**src/rtl/col_sum_norm_16.sv**
```systemverilog
// ---------------------------------------------------------------------------
// col_sum_norm_16
//
// Streaming carry normalizer for the output end of the column adder tree.
// Column sums arrive least-significant column first. Each sum is added to the
// running inter-column carry. The low DIGIT_W bits leave as a canonical
// radix-2^16 digit, and the upper bits become the carry into the next column.
// After the most-significant column, one extra "flush" digit carries the
// residual carry out, so every frame yields N_COLS+1 output beats.
//
// Ports:
//   clk_sq     in   single clock, rising edge
//   reset_sq   in   synchronous, active-high reset
//   in_valid   in   column sum present
//   in_ready   out  column sum accepted this cycle (combinational on out_ready)
//   in_sum     in   unsigned column sum, SUM_W bits
//   in_last    in   marks the most-significant column of the frame
//   out_valid  out  digit present
//   out_ready  in   downstream accepts the digit
//   out_digit  out  normalized digit, DIGIT_W bits
//   out_last   out  marks the flush (carry) digit
//   len_err    out  sticky framing error
//
// Optional feature (macro COL_NORM_LEN_CHECK_EN):
//   When this macro is defined, a column counter checks the frame length.
//   If in_last arrives at the wrong column, or the frame runs past N_COLS
//   beats, len_err sets. In the run-past case, a flush is forced.
//   When the macro is undefined, no counter is built, len_err is tied 0,
//   and framing follows in_last only.
// ---------------------------------------------------------------------------
module col_sum_norm_16 #(
  parameter int SUM_W   = 26,
  parameter int DIGIT_W = 16,
  parameter int N_COLS  = 66
) (
  input  logic               clk_sq,
  input  logic               reset_sq,
  input  logic               in_valid,
  output logic               in_ready,
  input  logic [SUM_W-1:0]   in_sum,
  input  logic               in_last,
  output logic               out_valid,
  input  logic               out_ready,
  output logic [DIGIT_W-1:0] out_digit,
  output logic               out_last,
  output logic               len_err
);

  // acc = in_sum + carry fits in SUM_W+1 bits, so the carry is whatever
  // remains above the digit.
  localparam int CARRY_W = SUM_W + 1 - DIGIT_W;

  typedef enum logic {
    RUN,
    FLUSH
  } state_t;

  state_t             state;
  logic [CARRY_W-1:0] carry;
  logic [SUM_W:0]     acc;
  logic               out_free;
  logic               in_fire;
  logic               end_frame;

  // The output register can take a new digit when it is empty, or when its
  // current digit leaves this cycle. This gives full throughput with no
  // bubble on simultaneous accept.
  assign out_free = !out_valid || out_ready;
  assign in_ready = (state == RUN) && out_free;
  assign in_fire  = in_valid && in_ready;
  assign acc      = {1'b0, in_sum} + {{(SUM_W + 1 - CARRY_W){1'b0}}, carry};

`ifdef COL_NORM_LEN_CHECK_EN
  localparam logic [6:0] LAST_COL = 7'(N_COLS - 1);

  logic [6:0] col_count;
  logic       at_last_col;
  logic       len_err_q;

  assign at_last_col = (col_count == LAST_COL);
  // Reaching the last column ends the frame even without in_last.
  assign end_frame   = in_last || at_last_col;
  assign len_err     = len_err_q;

  // Column counter and sticky framing error. A mismatch between in_last and
  // the last-column position is an error in either direction, so the check
  // reduces to an inequality. The counter clears when the flush digit loads.
  always_ff @(posedge clk_sq) begin
    if (reset_sq) begin
      col_count <= '0;
      len_err_q <= 1'b0;
    end else begin
      if (state == FLUSH && out_free) begin
        col_count <= '0;
      end else if (in_fire) begin
        col_count <= col_count + 7'd1;
      end
      if (in_fire && (in_last != at_last_col)) begin
        len_err_q <= 1'b1;
      end
    end
  end
`else
  assign end_frame = in_last;
  assign len_err   = 1'b0;
`endif

  // Main datapath and frame FSM. RUN normalizes one column per accepted beat.
  // FLUSH waits for a free output register, then emits the residual carry as
  // the final digit. The flush digit is emitted even when the carry is zero,
  // so downstream always sees a fixed frame length. The carry is cleared for
  // the next frame. A reset mid-frame drops the partial frame silently.
  always_ff @(posedge clk_sq) begin
    if (reset_sq) begin
      state     <= RUN;
      carry     <= '0;
      out_valid <= 1'b0;
      out_digit <= '0;
      out_last  <= 1'b0;
    end else begin
      if (out_valid && out_ready) begin
        out_valid <= 1'b0;
      end
      case (state)
        RUN: begin
          if (in_fire) begin
            out_digit <= acc[DIGIT_W-1:0];
            out_last  <= 1'b0;
            out_valid <= 1'b1;
            carry     <= acc[SUM_W:DIGIT_W];
            if (end_frame) begin
              state <= FLUSH;
            end
          end
        end
        FLUSH: begin
          if (out_free) begin
            out_digit <= {{(DIGIT_W - CARRY_W){1'b0}}, carry};
            out_last  <= 1'b1;
            out_valid <= 1'b1;
            carry     <= '0;
            state     <= RUN;
          end
        end
        default: state <= RUN;
      endcase
    end
  end

endmodule

```
**config.mk**
```make
export PLATFORM = sky130hd
export DESIGN_NAME = col_sum_norm_16
export DESIGN_NICKNAME = d
export VERILOG_FILES = /design/src/rtl/col_sum_norm_16.sv
export SDC_FILE = /design/constraint.sdc
export NUM_CORES = 1
export LEC_CHECK = 0
export ABC_AREA = 1
export CORE_ASPECT_RATIO = 1.4
export CORE_MARGIN = 2
export CORE_UTILIZATION = 48
export CTS_BUF_LIST = sky130_fd_sc_hd__clkbuf_2 sky130_fd_sc_hd__clkbuf_4 sky130_fd_sc_hd__clkbuf_8
export DETAILED_ROUTE_END_ITERATION = 6
export PLACE_DENSITY = 0.79
export SLEW_MARGIN = 20
export SYNTH_ARGS = -nofsm -noshare
export SYNTH_HDL_FRONTEND = slang
export SYNTH_SLANG_ARGS = --single-unit
```
**constraint.sdc**
```tcl
create_clock -name clk_sq -period 1.9 [get_ports clk_sq]
set_clock_uncertainty 0.1 [all_clocks]
set_input_delay 0.475 -clock clk_sq [delete_from_list [all_inputs] [get_ports clk_sq]]
set_output_delay 0.475 -clock clk_sq [all_outputs]
set_load 0.01 [all_outputs]
```
=== Word-level counts from Yosys, hierarchy flattened ===
Index checks and enable logic that the tools add are counted.

* Flip-flop bits (word level): 30
* Input bits: 31
* Output and inout bits: 20
* Word-level logic and storage cells: 32

* $add $sub $neg: 1
* Equality and inequality tests: 2
* Muxes and demuxes: 17
* Bitwise gates (word level): 1
* Reductions and logical operators: 6

{| class="wikitable"
|+ Operator list
! kind !! number
|-
| two-way mux 16 bit || 2
|-
| one-hot mux 16 bit (2 select lines) || 1
|-
| adder 26 x 11 -> 27 bit || 1
|-
| two-way mux 11 bit || 2
|-
| one-hot mux 11 bit (2 select lines) || 1
|-
| two-way mux 1 bit || 8
|-
| one-hot mux 1 bit (2 select lines) || 3
|-
| logical AND 1 bit || 3
|-
| != test 2 x 1 -> 1 bit, second input constant || 1
|-
| != test 2 bit, second input constant || 1
|-
| AND reduction 2 bit || 1
|-
| logical NOT 1 bit || 1
|-
| logical OR 1 bit || 1
|-
| inverter 1 bit || 1
|}

=== Longest topological paths before layout ===
Gate-level depths: netlist of run 1.

* Word-level depth: 6
* Mapped depth: 12
* Gate-level depth less buffers: 12

=== Worst setup path after synthesis of run 1 ===
Ideal clock, no wire load.

* Kind: input to register
* Start: input port in_sum[0]
* End: register out_digit[12]
* Library setup time: 0.134 ns
* Data arrival time: 1.792 ns
* Required time: 1.666 ns
* Setup slack: -0.126 ns
* Stages: 12
* Path buffers: 0
* Cell sequence: ha_1 > fa_1 > nand3_1 > nand3_2 > nand2_1 > nand2_2 > nand2_1 > nand2_2 > nor2_1 > nor2_1 > nand2_1 > a21oi_1

* Longest elaborated chain between the ends: 3

{| class="wikitable"
|+ RTL lines
! element !! RTL line !! source
|-
| start: declaration || 40 || <nowiki>input logic [SUM_W-1:0] in_sum,</nowiki>
|-
| adder 26 x 11 -> 27 bit || 71 || <nowiki>assign acc = {1'b0, in_sum} + {{(SUM_W + 1 - CARRY_W){1'b0}}, carry};</nowiki>
|-
| two-way mux 16 bit || 126 || <nowiki>if (in_fire) begin</nowiki>
|-
| one-hot mux 16 bit (2 select lines) || 124 || <nowiki>case (state)</nowiki>
|-
| end signal: assignment || 127 || <nowiki>out_digit <= acc[DIGIT_W-1:0];</nowiki>
|-
| end signal: assignment || 138 || <nowiki>out_digit <= {{(DIGIT_W - CARRY_W){1'b0}}, carry};</nowiki>
|-
| end: declaration || 44 || <nowiki>output logic [DIGIT_W-1:0] out_digit,</nowiki>
|}

Every way passes these cells. The select of a mux whose other input is x is not followed.
A chain may end at the register's enable or synchronous reset.

=== Worst setup path in the final report of run 1 ===
* Start: register carry[0]
* End: register carry[6]

* Longest elaborated chain between the ends: 3

{| class="wikitable"
|+ RTL lines
! element !! RTL line !! source
|-
| start: declaration || 59 || <nowiki>logic [CARRY_W-1:0] carry;</nowiki>
|-
| start signal: assignment || 130 || <nowiki>carry <= acc[SUM_W:DIGIT_W];</nowiki>
|-
| adder 26 x 11 -> 27 bit || 71 ||
|-
| two-way mux 11 bit || 126 ||
|-
| one-hot mux 11 bit (2 select lines) || 124 ||
|}

Every way passes these cells. The select of a mux whose other input is x is not followed.

==> metrics.cfg, run 1 <==
[run]
max_cap_violations=0

[logic_synthesis]
netlist_instances=402
ys_async_sr_fraction_pct=0
ys_seq_elements=30
synthTopCellsByArea=dfxtp_1 (25%), nand2_1 (22%), nand3_1 (8.0%)
syn_area_um2=2375
synth_top_area_share_pct=25.29
synthFlopType=dfxtp_1
synth_edf_count=0
syn-num-nets=445
yosysSeqAreaShare_pct=25.29
syn_area_per_cell_um2=5.907
synth_area_leader_cell=dfxtp_1
synth_warnings=0
yosysUniqueCellTypes=32

[routing]
first_pass_iters=5
vias_per_cell=5.742
drc=0
wl_per_cell_um=17.74
drtIter0Drc=356
routed_wl_um=10380
antenna_left=0
vias=3359

[cells_and_area]
syn2layout_area_growth_pct=71.76
fill_cells=275
final_nets=563
instances_no_fill=585
diodes=0
design_area_um2=4079
layout-drive-gt1-share_pct=36.47

[worst_hold_path]
min_from=out_digit[11]
hold_path_end=out_digit[11]
hold_class=register to register
hold-path-cell-count=2

[worst_setup_path]
start_kind=register
required_ns=2.01
cp.arrival_ns=2.13
critPathMaxFanout=3
reg2regPathDepth=11
crit_type=register to register
r2r-end=carry[6]
crit_path_end_kind=register
rrSetupSlack_ns=-0.12
r2r-start=carry[0]

[global_routing]
grt-busiest-layer=met2
met1_usage_pct=32.53
use_met2_pct=58.95
grt_overflow=0
use_met3_pct=5.175
grt_max_degree=22
grt_pass1_vias=3058
antenna_found_initial=0
gr-usage-all-layers_pct=32.13
grt_pass1_wl_um=13720

[floorplanning]
die_y_um=87.23
initial_utilization_pct=49.43
io_pins=51
core_area_um2=4805
die_area_um2=5534
die_w_um=63.45
rows=30

[sta]
finalCriticalPeriod_ns=2.016
slew_viol_final=0
setup_slack_ns=-0.1160
rsz0062_at_grt=yes
final.setup.tns_ns=-0.5840
hold_viol=0
period_share_pct=106.1
setup_violations=12
max_freq_mhz=496.0

[placement]
port_buffers=49
hpwl_um=6094
place_congestion=0.9172
postPlaceCellArea_um2=3413
dp.cells=569

[clock_network]
numCtsBuffers=5
htreeDepth=2
cts_hold_buf=0
worstSkewPairLatency_ns=0.29
clock_sinks=30
clk_path_buf_depth=2
root_buffer=clkbuf_8
clk_pin_slew_ns=0.07
cts_tree=done

[run_status]
violations=setup timing
status=complete, but fails checks

[pwr]
power.leakage_nw=1.965
ir_drop_mv=0.4105
powerDensity_nw_per_um2=591.0

## flip-flops by register name (all words and copies together) (netlist names)
| name | cells |
|---|---|
| state | 1 |
| out_digit | 16 |
| out_valid | 1 |
| carry | 11 |
| out_last | 1 |
## kinds of logic after synthesis
logic type | after synthesis | share of synthesized area, %
flip-flops | 30 | 25.29
other | 1 | 0.1579
adder cells (fa/ha/maj) | 12 | 6.639
buffers and inverters | 61 | 9.958
XOR/XNOR | 7 | 2.582
AO/OA/AOI/OAI | 48 | 11.01
AND/OR/NAND/NOR | 243 | 44.36
## stage by stage
stage / worst slack, ns / utilization, % / hold slack (ns) / power [mW]
after floorplan: -0.04249 / - / 0.3585 / 1.031
after global placement: -0.5529 / 71.04 / 0.3520 / 1.373
after detailed placement: -0.6212 / 71.04 / 0.3590 / 1.386
after CTS: -0.06722 / 77.68 / 0.3687 / 2.241
after global routing: -0.2515 / 84.90 / 0.3839 / 2.471
final: -0.1160 / 84.90 / 0.3692 / 2.411
## cells in the final DEF (no fill, tap or decap), drive strengths merged
cell | Yosys | layout
clkinv | 1 | 1
o21bai | 2 | 2
nand3 | 39 | 39
nand3b | 6 | 6
clkdlybuf4s15 | 0 | 6
bufinv | 0 | 2
xnor2 | 2 | 2
xor2 | 5 | 5
o21ai | 12 | 12
dfxtp | 30 | 30
conb | 1 | 1
ha | 11 | 11
a31oi | 2 | 2
clkbuf | 6 | 8
dlymetal6s2s | 0 | 7
o21a | 4 | 4
fa | 1 | 1
and3 | 1 | 1
nor2 | 36 | 36
nor3 | 4 | 4
nand4 | 6 | 6
inv | 50 | 50
nand2 | 148 | 148
buf | 4 | 74
clkdlybuf4s50 | 0 | 29
or2 | 3 | 3
dlygate4sd2 | 0 | 3
a21oi | 28 | 28
## layer usage
metal  routed length [µm]  share of wire (%)
met1                 3603                 35
met2                 5142                 50
met3                  787                7.6
met4                  847                8.2
met5                    0                  0
## worst max-delay path by stage
stage,startpoint,cells after the start,end
after CTS,out_ready,6,in_ready
after global placement,in_sum[0],11,carry[2]
final,carry[0],11,carry[6]
after detailed placement,in_sum[0],13,out_digit[12]
after floorplan,in_sum[0],12,out_digit[12]
after global routing,carry[0],11,carry[6]
## layout make-up
type                       instances  area (µm²)  area share [%]
clock buffer                       6       82.58           2.025
inverter                          51       191.4           4.693
clock inverter                     2       60.06           1.472
tap                               64       80.08           1.963
sequential                        30       605.6           14.85
multi-input combinational        311        2018           49.48
timing repair buffer             121        1041           25.52
## worst max-delay path, cell delays in order, from the launching register on
cell and delay [ns]:
dfxtp_2 0.34, ha_4 0.16, fa_2 0.40, nand3_2 0.12, nand3_4 0.11, nand2_2 0.11
nand2_2 0.07, nand3_2 0.09, nand2_2 0.08, a21oi_1 0.20, nor2_2 0.05, nor2_1 0.11
## synth_stat cells (6+ instances only)
library cell,instances
a21oi_1,27
clkbuf_1,6
dfxtp_1,30
ha_1,11
inv_1,49
nand2_1,141
nand2_2,7
nand3_1,38
nand3b_1,6
nand4_1,6
nor2_1,31
o21ai_0,11
## report_power, final
group	switching, mW	internal [mW]
registers	0.0381	0.679
clock network	0.275	0.560
logic	0.456	0.403
total	0.769	1.64
## timing repair
| action | 4_1_cts | 5_1_grt |
|---|---|---|
| pin swaps | 15 | 39 |
| endpoints found under the setup margin | 26 | 22 |
| hold endpoints to repair | 0 | 0 |
| buffers inserted | 2 | 6 |
| gates resized for setup | 43 | 105 |
Power figures use the tool's default switching activity.
==> inputs of run 2 (changes only) <==
--- a/config.mk
+++ b/config.mk
@@ -11,7 +11,7 @@
 export CORE_UTILIZATION = 48
 export CTS_BUF_LIST = sky130_fd_sc_hd__clkbuf_2 sky130_fd_sc_hd__clkbuf_4 sky130_fd_sc_hd__clkbuf_8
 export DETAILED_ROUTE_END_ITERATION = 6
-export PLACE_DENSITY = 0.79
+export PLACE_DENSITY_LB_ADDON = 0.12
 export SLEW_MARGIN = 20
 export SYNTH_ARGS = -nofsm -noshare
 export SYNTH_HDL_FRONTEND = slang
==> run 2 against run 1 <==
  * The run still ends with setup timing left
  * Sequential share of layout area grew 0.37 points
  * Design area fell by 2.8%
  * Via count down 6.6%
  * Wire length down 14%
  * Global-route usage is 1.4 points lower
  * Clock-buffer cell count stayed put
  * Setup slack gained 0.11 ns
  * Non-clock buffer count fell by 1
  * Worst hold slack got worse by 0.0027 ns
  * Largest power group unchanged
==> metrics.cfg, run 2 (synthesis results as in run 1) <==
[routing]
first_pass_iters=5
antenna_left=0
routed_wl_um=8964
wl_per_cell_um=15.35
drtIter0Drc=220
drc=0
vias=3137
vias_per_cell=5.372

[placement]
port_buffers=49
place_congestion=0.9662
pre_cts_ws_ns=-0.5873
hpwl_um=6417

[cells_and_area]
mostFrequentLayoutCell=nand2_1
layout-drive-gt1-share_pct=34.23
syn2layout_area_growth_pct=66.91
diodes=0
fin_util_pct=82.50
fill_cells=338
reg.largest.list=out_digit x16, carry x11
multi_input_area_um2=1964
seq_area_um2=603.1
final_nets=562
largest_reg_flops=16
mostFrequentLayoutCells=nand2_1 (117), buf_4 (69), inv_1 (48)
top_register=out_digit

[sta]
final.setup.tns_ns=-0.02137
rsz0062_at_grt=yes
slew_viol_final=0
setup_violations=3
period_share_pct=100.6
hold_viol=0
setup_slack_ns=-0.01093
max_freq_mhz=523.3
finalCriticalPeriod_ns=1.911

[global_routing]
grt_overflow=0
antenna_found_initial=0
gr-usage-all-layers_pct=30.77
grt_max_degree=19
grt_pass1_wl_um=13130
grt_pass1_vias=2828

[clock_network]
numCtsBuffers=5
root_buffer=clkbuf_8
cts_tree=done
cts_hold_buf=0
htreeDepth=2
clock_sinks=30
worstSkewPairLatency_ns=0.29
clk_path_buf_depth=2
clk_pin_slew_ns=0.07

[worst_setup_path]
crit_type=primary input to register
start_kind=primary input
cp.arrival_ns=1.97
critPathMaxFanout=6
required_ns=1.96
crit_path_end_kind=register
reg2regPathDepth=10

[run_status]
violations=setup timing
status=complete, but fails checks

[floorplanning]
die_w_um=63.45
die_area_um2=5534
die_y_um=87.23
initial_utilization_pct=49.43
io_pins=51
rows=30
core_area_um2=4805

[pwr]
power.leakage_nw=1.901
ir_drop_mv=0.2835
powerDensity_nw_per_um2=519.5

[worst_hold_path]
hold_class=register to register
hold-path-cell-count=2

[run]
max_cap_violations=0

run 2: cell type report:
type / instances / share of cell area [%]
clock buffer: 6 / 2.083
clock inverter: 2 / 0.3157
inverter: 51 / 4.830
multi-input combinational: 311 / 49.56
sequential: 30 / 15.21
tap: 64 / 2.020
timing repair buffer: 120 / 25.98
run 2: worst paths after layout:
check,from,end,slack [ns]
max,in_sum[4],carry[8],-0.01
min,out_digit[15],out_digit[15],0.37
max reg2reg,carry[6],out_digit[13],0.02
min reg2reg,out_digit[15],out_digit[15],0.37
run 2: stage by stage:
step	power (mW)	cell area (µm²)	hold slack, ns	instances
after floorplan	1.031	2395	0.3585	402
after global placement	1.382	3421	0.3484	570
after detailed placement	1.397	3421	0.3550	570
after CTS	1.984	3716	0.3677	580
after global routing	2.155	3964	0.3804	584
final	2.059	3964	0.3665	584
run 2: what timing repair did:
item / 4_1_cts / 5_1_grt
pin swaps: 23 / 31
resized for setup: 51 / 69
setup endpoints to repair: 26 / 21
setup buffers: 2 / 4
run 2: layer usage:
layer	global-route usage, %	vias to the layer above	wire, µm
met5	0	-	0
met4	21.15	0	704
met3	3.622	59	472
met2	56.46	156	4686
met1	32.54	1415	3101
li1	-	1507	-
run 2: report_power, final:
part | internal [mW] | switching, mW
clock network | 0.291 | 0.250
registers | 0.678 | 0.0372
logic | 0.393 | 0.411
run 2: worst max-delay path, cell delays in order:
cell           delay (ns)
dlygate4sd2_1        0.25
ha_4                 0.29
buf_4                0.12
nand2_2              0.07
nor2_2               0.15
nand2_2              0.09
nand2_4              0.10
nand2_4              0.05
nand2_4              0.08
nand4_1              0.10
nand2_1              0.12
a21oi_1              0.08
